<file path="config.mk">
export PLATFORM = sky130hd
export DESIGN_NAME = updown_bcd_counter_ctrl
export DESIGN_NICKNAME = d
export VERILOG_FILES = /design/src/rtl/updown_bcd_counter_ctrl.sv
export SDC_FILE = /design/constraint.sdc
export NUM_CORES = 1
export LEC_CHECK = 0
export ABC_AREA = 1
export CELL_PAD_IN_SITES_DETAIL_PLACEMENT = 1
export CELL_PAD_IN_SITES_GLOBAL_PLACEMENT = 2
export CORE_UTILIZATION = 30
export DETAILED_ROUTE_END_ITERATION = 8
export PLACE_DENSITY_LB_ADDON = 0.1
export SLEW_MARGIN = 5
export SYNTH_ARGS = -nofsm -noshare
export SYNTH_HDL_FRONTEND = slang
export SYNTH_SLANG_ARGS = --single-unit
export TNS_END_PERCENT = 100
</file>
<file path="constraint.sdc">
create_clock -name clk -period 1.5 [get_ports clk]
set_clock_uncertainty 0.2 [all_clocks]
set_input_delay 0.3 -clock clk [delete_from_list [all_inputs] [get_ports clk]]
set_output_delay 0.3 -clock clk [all_outputs]
set_load 0.01 [all_outputs]
</file>
<file path="src/rtl/updown_bcd_counter_ctrl.sv">
// Two-digit decimal up/down counter with run/pause and direction buttons.
// Produces four 4-bit display codes for the 7-segment value decoders:
//   val_hex0 ones digit, val_hex1 tens digit (blank when zero),
//   val_hex2 direction arrow, val_hex3 pause indicator.
// All display codes are derived from registered state only, so button
// activity never reaches the outputs without passing through a flop.

module updown_bcd_counter_ctrl #(
   parameter int unsigned TICK_DIV  = 50_000_000,
   parameter int unsigned MAX_COUNT = 99
) (
   input  logic       clk,
   input  logic       rst_n,
   input  logic       run_btn,
   input  logic       dir_btn,
   output logic [3:0] val_hex0,
   output logic [3:0] val_hex1,
   output logic [3:0] val_hex2,
   output logic [3:0] val_hex3,
   output logic       step
);

   // Prescaler width; a TICK_DIV of 2 still needs one bit.
   localparam int unsigned PW = (TICK_DIV > 2) ? $clog2(TICK_DIV) : 1;
   localparam logic [PW-1:0] PRESC_LAST = PW'(TICK_DIV - 1);
   localparam logic [PW-1:0] PRESC_ONE  = PW'(1);

   // Upper limit split into its decimal digits.
   localparam logic [3:0] MAX_TENS = 4'(MAX_COUNT / 10);
   localparam logic [3:0] MAX_ONES = 4'(MAX_COUNT % 10);

   // Display codes understood by the value decoders.
   localparam logic [3:0] CODE_UP    = 4'd10;
   localparam logic [3:0] CODE_DOWN  = 4'd11;
   localparam logic [3:0] CODE_BLANK = 4'd15;
   localparam logic [3:0] CODE_ZERO  = 4'd0;

   typedef enum logic [1:0] {
      StPausedUp,
      StPausedDown,
      StRunUp,
      StRunDown
   } state_t;

   state_t        state_q, state_d;
   logic          run_btn_q, dir_btn_q;
   logic          run_rise, dir_rise;
   logic          run_cur, up_cur;
   logic          run_nxt, up_nxt;
   logic [PW-1:0] presc_q, presc_d;
   logic          tick;
   logic [3:0]    tens_q, tens_d;
   logic [3:0]    ones_q, ones_d;
   logic          step_q;
   logic          at_max, at_zero;

   // Button history for rising-edge detection.
   always_ff @(posedge clk or negedge rst_n) begin
      if (!rst_n) begin
         run_btn_q <= 1'b0;
         dir_btn_q <= 1'b0;
      end else begin
         run_btn_q <= run_btn;
         dir_btn_q <= dir_btn;
      end
   end

   assign run_rise = run_btn & ~run_btn_q;
   assign dir_rise = dir_btn & ~dir_btn_q;

   // Decode the current state into run and direction flags.
   always_comb begin
      run_cur = 1'b0;
      up_cur  = 1'b1;
      unique case (state_q)
         StPausedUp: begin
            run_cur = 1'b0;
            up_cur  = 1'b1;
         end
         StPausedDown: begin
            run_cur = 1'b0;
            up_cur  = 1'b0;
         end
         StRunUp: begin
            run_cur = 1'b1;
            up_cur  = 1'b1;
         end
         StRunDown: begin
            run_cur = 1'b1;
            up_cur  = 1'b0;
         end
         default: begin
            run_cur = 1'b0;
            up_cur  = 1'b1;
         end
      endcase
   end

   // Next state: each edge toggles its own axis, both may apply at once.
   always_comb begin
      run_nxt = run_cur ^ run_rise;
      up_nxt  = up_cur ^ dir_rise;
      state_d = state_q;
      unique case ({run_nxt, up_nxt})
         2'b01:   state_d = StPausedUp;
         2'b00:   state_d = StPausedDown;
         2'b11:   state_d = StRunUp;
         2'b10:   state_d = StRunDown;
         default: state_d = StPausedUp;
      endcase
   end

   // FSM state register.
   always_ff @(posedge clk or negedge rst_n) begin
      if (!rst_n) begin
         state_q <= StPausedUp;
      end else begin
         state_q <= state_d;
      end
   end

   // Prescaler advances only while the updated state is running, so a pause
   // edge freezes it and suppresses a coincident tick; resume keeps the count.
   always_comb begin
      tick    = 1'b0;
      presc_d = presc_q;
      if (run_nxt) begin
         if (presc_q == PRESC_LAST) begin
            tick    = 1'b1;
            presc_d = '0;
         end else begin
            presc_d = presc_q + PRESC_ONE;
         end
      end
   end

   // Prescaler register.
   always_ff @(posedge clk or negedge rst_n) begin
      if (!rst_n) begin
         presc_q <= '0;
      end else begin
         presc_q <= presc_d;
      end
   end

   assign at_max  = (tens_q == MAX_TENS) && (ones_q == MAX_ONES);
   assign at_zero = (tens_q == 4'd0) && (ones_q == 4'd0);

   // BCD count update on tick, using the direction after any coincident toggle.
   always_comb begin
      tens_d = tens_q;
      ones_d = ones_q;
      if (tick) begin
         if (up_nxt) begin
            if (at_max) begin
               tens_d = 4'd0;
               ones_d = 4'd0;
            end else if (ones_q == 4'd9) begin
               tens_d = tens_q + 4'd1;
               ones_d = 4'd0;
            end else begin
               ones_d = ones_q + 4'd1;
            end
         end else begin
            if (at_zero) begin
               tens_d = MAX_TENS;
               ones_d = MAX_ONES;
            end else if (ones_q == 4'd0) begin
               tens_d = tens_q - 4'd1;
               ones_d = 4'd9;
            end else begin
               ones_d = ones_q - 4'd1;
            end
         end
      end
   end

   // Count digits and the step pulse, which lands with the new count.
   always_ff @(posedge clk or negedge rst_n) begin
      if (!rst_n) begin
         tens_q <= 4'd0;
         ones_q <= 4'd0;
         step_q <= 1'b0;
      end else begin
         tens_q <= tens_d;
         ones_q <= ones_d;
         step_q <= tick;
      end
   end

   // Display codes from registered state only.
   always_comb begin
      val_hex0 = ones_q;
      val_hex1 = (tens_q == 4'd0) ? CODE_BLANK : tens_q;
      val_hex2 = up_cur ? CODE_UP : CODE_DOWN;
      val_hex3 = run_cur ? CODE_BLANK : CODE_ZERO;
      step     = step_q;
   end

endmodule

</file>
==> key figures, run 1 <==
Status
  – Status: finished, violations left
  – Violated checks: setup timing

Worst setup path
  – CP peak stage delay: roughly 0.42 ns
  – Critical-path top delay cell: dfrtp_1
  – Critical path class: reg2out
  – Worst Path Required: 1.00 ns
  – Crit end category: primary output
  – Worst-path maximum fanout: 3
  – Crit path arrival time: ~1.3 ns
  – CP cell instances: inv_2 -> ha_4 -> nand2_4 -> nor2_4 -> inv_2 -> nand2_2 -> buf_6
  – Most used cell, CP: inv_2
  – Startpoint type of the worst setup path: flop

Yosys
  – Synth Area in Compound Gates: 3.53%
  – Gate count of the mapped netlist: 400
  – Post-synth cell types: 35
  – Post-synthesis mux area share: 0%
  – Synth warn: 0
  – Main combinational cell family by area after synthesis: simple AND/OR/NAND/NOR gates
  – Mapped cell area: between 0.002 and 0.003 mm^2
  – Adder-Cell Fraction of Synth Area: around 3.6%
  – Synth Area in Simple Gates: roughly 44%
  – Synth Area in XOR/XNOR: under 10%
  – Avg Cell Area, Syn: 6.99 um^2
  – Register area share after synthesis: a little over a third
  – #FFs+latches synth: 39

Routing
  – Residual DRC: 0
  – Mean routed wirelength per cell: around 14 um
  – Via count: just under 3000
  – Remaining antenna violation count: 0
  – Routed WL: just over 9 mm
  – Average vias per placed instance: around 4.6
  – Initial DRC count: 36
  – Router iterations before antenna repair: 6

Cells and area
  – Most common cell after layout, fill and taps aside: nand2_1
  – Commonest non-fill, non-tap cells in the layout: nand2_1, buf_4, inv_1
  – Non-Filler Instances: 630
  – Multi-input gate area: around 0.0020 mm^2
  – Final instance area: approximately 0.0045 mm^2
  – FF+latch area: approximately 980 um^2
  – Layout filler cell count: between 1000 and 1500
  – Area Growth Syn to Fin: 62.5%
  – N_diodes: 0
  – NumNets Final: 533
  – Layout cells sized above 1: a little over half

Floorplanning
  – Initial Util: between 30% and 40%
  – Cell Rows: 34
  – Die Y: roughly 100 um
  – Area of the core: 0.00889 mm^2
  – # IOs: 21
  – Die X: 98.5 um
  – Die ar.: between 0.009 and 0.01 mm^2

Global routing
  – Met2 GRT Util: ~36%
  – GR met1 Demand/Resource: about 26%
  – Largest net degree at the start of global routing: 40
  – Vias in the first global route: around 3100
  – Antenna violations before repair: 0
  – Most Crowded Layer GR: met2
  – GR Util met3: 2.77%
  – First-pass GRT wire length: ~15 mm
  – GRT overflow: 0
  – Gr usage total: between 15 and 20%

Clock network
  – Clk root buf: clkbuf_8
  – CTS sink cnt: 39
  – CTS buffer count: 5
  – CTS tree: yes
  – Deepest clock path buffer count: 2
  – Worst-path clk slew: around 0.08 ns
  – Clk Latency, worst-skew pair: 0.30 ns
  – CTS H-Tree Depth: 2

Power
  – PD cells: just under 900 mW/mm^2
  – Final Total Pwr: a little over 4 mW
  – Max VDD drop: between 400 and 500 uV
  – Lkg Pwr: ~2.3 nW

Timing
  – Hold WS: 0.133 ns
  – Post-Route Setup TNS: -6.93 ns
  – Fin worst setup slack: -0.316 ns
  – Final worst path period need: between 1.5 and 2 ns
  – Final worst path period share: 121%
  – Setup Viol. Count Final: 38
  – Fmax: ~550 MHz
  – Max Slew Vio Count: 0
  – RSZ-0062 raised after global routing: true
  – Final hold vios: 0

Placement
  – IO buf count: 17
  – Inst Count DP: between 500 and 600
  – Final GP Congestion: 0.806
  – Dpl hpwl: 6.66 mm
  – Area after DPL: about 0.0037 mm^2

Worst hold path
  – Hold/Removal Path Class: in2reg

Run
  – Maximum capacitance violations: 0
## through the flow
step / setup slack [ns] / util (%)
floorplan: -0.0512 / -
global placement: -0.519 / 41.6
finish: -0.316 / 51.1
CTS: -0.316 / 49.2
detailed placement: -0.573 / 41.6
global route: -0.382 / 51.1
## area by class of cell
class                   count  share of cell area, %
inverters                  55                   4.87
clock buffers               6                   1.82
well taps                 108                   2.97
repair buffers            126                   23.7
multi-input cells         294                   44.3
clock inverters             2                  0.771
flip-flops and latches     39                   21.6
## registers in the layout, summed over array words and instances, names as in the netlist
| signal | flops |
|---|---|
| tens_q | 4 |
| val_hex0 | 4 |
| step | 1 |
| presc_q | 26 |
| state_q | 2 |
| dir_btn_q | 1 |
| run_btn_q | 1 |
## synth_stat cells (all sizes together)
cell type	count	share of area [%]
o21ai	11	2.1
buf	10	2.9
a21oi	5	0.89
or2	1	0.22
xnor2	4	1.3
o21bai	2	0.54
nand4	6	1.8
nand2	126	18
and2	1	0.22
inv	55	7.5
nand3b	2	0.98
nor3	4	1.7
nor2	71	12
dfrtp	39	35
ha	8	3.6
clkbuf	3	0.45
conb	2	0.27
xor2	6	1.9
nand3	44	8.6
## metal layers
layer,routed length [um],vias up,part of all wire (%)
met1,4270,1397,47
met4,53,0,0.58
met2,4590,21,51
met3,159,6,1.8
met5,0,-,0
li1,-,1464,-
## power breakdown
group / total (mW) / internal, mW / switching, mW
registers: 1.33 / 1.17 / 0.155
logic: 1.75 / 0.872 / 0.873
clock network: 0.956 / 0.539 / 0.417
total: 4.03 / 2.58 / 1.44
## critical path: cells and delay by family, from the launching register on
family	cells	cell delay, ns
adders and majority gates	1	0.14
DFF	1	0.42
and+or+nand+nor	3	0.21
buffers and inverters	3	0.25
## cell families after synthesis
kind of cell / count (synthesis)
simple gates: 255
compound gates: 18
buf+inv: 68
flops: 39
xor+xnor: 10
fa+ha+maj: 8
other cells: 2
## path summary, 6_finish.rpt
kind                              from          end  slack [ns]  cells past startpoint
setup / recovery             tens_q[0]  val_hex1[1]       -0.32                      7
hold / removal                 run_btn    run_btn_q        0.13                      1
setup reg to reg            presc_q[0]  presc_q[14]       -0.26                      9
hold reg to reg            presc_q[25]  presc_q[25]        0.39                      3
max in group asynchronous        rst_n    tens_q[1]        0.57                      3
min in group asynchronous        rst_n   presc_q[8]        0.30                      3
## repair_timing
item | CTS | global route
gates resized for setup | 151 | 50
hold buffers | 1 | 0
setup endpoints to repair | 49 | 48
pin swaps | 50 | 37
endpoints found under the hold margin | 39 | 0
setup buffers | 23 | 5
cloned | 0 | 0
Note: power is estimated with default switching activity, not from simulation.
==> run 2: changes to the inputs <==
--- a/config.mk
+++ b/config.mk
@@ -10,7 +10,7 @@
 export CELL_PAD_IN_SITES_GLOBAL_PLACEMENT = 2
 export CORE_UTILIZATION = 30
 export DETAILED_ROUTE_END_ITERATION = 8
-export PLACE_DENSITY_LB_ADDON = 0.1
+export PLACE_DENSITY = 0.77
 export SLEW_MARGIN = 5
 export SYNTH_ARGS = -nofsm -noshare
 export SYNTH_HDL_FRONTEND = slang
==> run 2 against run 1 <==
  * The flow still finishes with violations (setup timing)
  * Cell area is 1.2% lower
  * Non-clock buffer count is 7 higher
  * Largest cell class unchanged
  * Critical path type unchanged
  * Cell count increased by 1.1%
  * Routed wire length is 4.8% higher
  * Sequential share of layout area increased by 0.28 points
  * Worst setup slack worse by 0.0054 ns
  * Critical endpoint is now val_hex1[0]
  * Clock power down 21%
  * Sequential power hardly changed
  * Die area stayed put
==> key figures, run 2 (same netlist as run 1, synthesis figures left out) <==
Status
  – Violated checks: setup timing
  – Status: finished, violations left

Clock network
  – Worst-path clk slew: 0.09 ns (about the same)
  – Deepest clock path buffer count: 2 (unchanged)
  – Clk Latency, worst-skew pair: 0.31 ns (about the same)
  – CTS tree: yes
  – Clk root buf: clkbuf_8
  – CTS H-Tree Depth: 2 (unchanged)
  – CTS sink cnt: 39 (unchanged)
  – CTS buffer count: 5 (unchanged)

Cells and area
  – Layout filler cell count: 1103 (+4.3%)
  – Utilization after layout: 50.5% (-0.59 points)
  – Area Growth Syn to Fin: 60.6%
  – Non-Filler Instances: 637 (+1.1%)
  – Layout cells sized above 1: 48.0% (-4.1 points)
  – NumNets Final: 540 (+1.3%)
  – Max reg flops: 26 (unchanged)
  – Commonest non-fill, non-tap cells in the layout: buf_4, nand2_1, inv_1, nor2_1, dfrtp_1
  – Largest Register: presc_q
  – Final instance area: 0.00449 mm^2 (-1.2%)
  – Most common cell after layout, fill and taps aside: buf_4
  – FF+latch area: 982 um^2 (+0.13%)
  – Multi-input gate area: 0.00193 mm^2 (-3.8%)
  – N_diodes: 0 (unchanged)

Floorplanning
  – Die Y: 98.5 um (unchanged)
  – Area of the core: 0.00889 mm^2 (unchanged)
  – Die X: 98.5 um (unchanged)
  – Die ar.: 0.00971 mm^2 (unchanged)
  – Initial Util: 31.5% (unchanged)
  – # IOs: 21 (unchanged)
  – Cell Rows: 34 (unchanged)

Worst setup path
  – Setup crit start: tens_q[0]
  – R2R Path Start: presc_q[0]
  – Crit end category: primary output
  – CP peak stage delay: 0.40 ns (-0.02 ns)
  – Worst-path maximum fanout: 4 (+1)
  – Critical path class: reg2out
  – Critical-path top delay cell: dfrtp_1
  – Crit path arrival time: 1.32 ns (about the same)
  – CP cell instances: inv_2 -> buf_4 -> buf_4 -> buf_4 -> nand2_2 -> buf_6
  – Family with the most delay on the worst path: buffers and inverters
  – Worst Path Required: 1.00 ns (about the same)
  – Startpoint type of the worst setup path: flop
  – Most used cell, CP: buf_4
  – Buf/Inv on CP: 5 (+2)

Placement
  – IO buf count: 17 (unchanged)
  – Dpl hpwl: 6.43 mm (-3.4%)
  – Area after DPL: 0.00373 mm^2 (+0.81%)
  – Final GP Congestion: 0.857 (+6.4%)
  – DP Worst Slack: -0.517 ns (+0.0556 ns)
  – Inst Count DP: 598 (+0.67%)

Timing
  – Post-Route Setup TNS: -8.35 ns (-1.42 ns)
  – Max Slew Vio Count: 0 (unchanged)
  – Final worst path period need: 1.82 ns (+0.00539 ns)
  – Setup Viol. Count Final: 39 (+2.6%)
  – Final worst path period share: 121% (+0.36 points)
  – Final hold vios: 0 (unchanged)
  – RSZ-0062 raised after global routing: true
  – Fmax: 549 MHz (-0.30%)
  – Fin worst setup slack: -0.322 ns (-0.00539 ns)
  – Hold WS: 0.126 ns (-0.00685 ns)

Global routing
  – First-pass GRT wire length: 15.5 mm (+1.3%)
  – Largest net degree at the start of global routing: 40 (unchanged)
  – Vias in the first global route: 3278 (+5.6%)
  – Gr usage total: 20.5% (+0.49 points)
  – Antenna violations before repair: 0 (unchanged)
  – GRT overflow: 0 (unchanged)

Power
  – Final Total Pwr: 3.84 mW (-4.7%)
  – PD cells: 855 mW/mm^2 (-3.6%)
  – Lkg Pwr: 2.33 nW (+1.2%)
  – Max VDD drop: 560 uV (+24%)

Worst hold path
  – Hold/Removal Path Class: in2reg
  – Hold path start: run_btn

Routing
  – Routed WL: 9.51 mm (+4.8%)
  – Via count: 2971 (+2.9%)
  – Residual DRC: 0 (unchanged)
  – Initial DRC count: 60 (+67%)
  – Average vias per placed instance: 4.66 (+1.7%)
  – Router iterations before antenna repair: 6 (unchanged)
  – Mean routed wirelength per cell: 14.9 um (+3.6%)
  – Remaining antenna violation count: 0 (unchanged)

Run
  – Maximum capacitance violations: 0 (unchanged)
==> run 2: cell count changes in the layout (fill, tap and decap cells not counted), sizes merged <==
cell	before	now
clkinvlp	0	1
bufinv	1	0
buf	119	126
dlygate4sd2	2	3
inv	55	54
==> run 2: final cells by class <==
| type | instances | area share (%) |
|---|---|---|
| timing repair buffer | 133 | 25.3 |
| clock buffer | 7 | 1.70 |
| multi-input combinational | 294 | 43.1 |
| inverter | 55 | 4.96 |
| clock inverter | 1 | 0.111 |
| sequential | 39 | 21.9 |
| tap | 108 | 3.01 |
==> run 2: final timing paths <==
| check | depth (start not counted) | end | slack [ns] |
|---|---|---|---|
| max | 6 | val_hex1[0] | -0.32 |
| min | 1 | run_btn_q | 0.13 |
| max reg2reg | 10 | val_hex0[2] | -0.29 |
| min reg2reg | 2 | presc_q[12] | 0.36 |
| max in group asynchronous | 3 | presc_q[2] | 0.58 |
| min in group asynchronous | 3 | presc_q[17] | 0.29 |
==> run 2: per-layer routing <==
layer,up-vias,global-route usage [%],part of all wire (%)
met5,-,0,0
met4,0,5.40,1.2
met3,9,3.19,2.3
met2,39,36.9,52
met1,1437,25.4,45
li1,1486,-,-
==> run 2: power by group <==
part           switching (mW)  internal (mW)
registers               0.164           1.17
logic                   0.875          0.876
clock network           0.425          0.328
total                    1.46           2.38
==> run 2: timing repair <==
item / in CTS / in global routing
hold endpoints to repair: 39 / 0
resized for setup: 134 / 40
setup buffers: 25 / 8
pin swaps: 33 / 24
endpoints found under the setup margin: 49 / 43
cloned: 0 / 0
hold buffers: 1 / 0
==> run 2: worst register-to-register path: cells and delay by family, from the launching register on <==
kind            cells  cell delay, ns
compound gates      1            0.06
fa+ha+maj           1            0.17
buf+inv             3            0.32
simple gates        5            0.49
flops               1            0.44
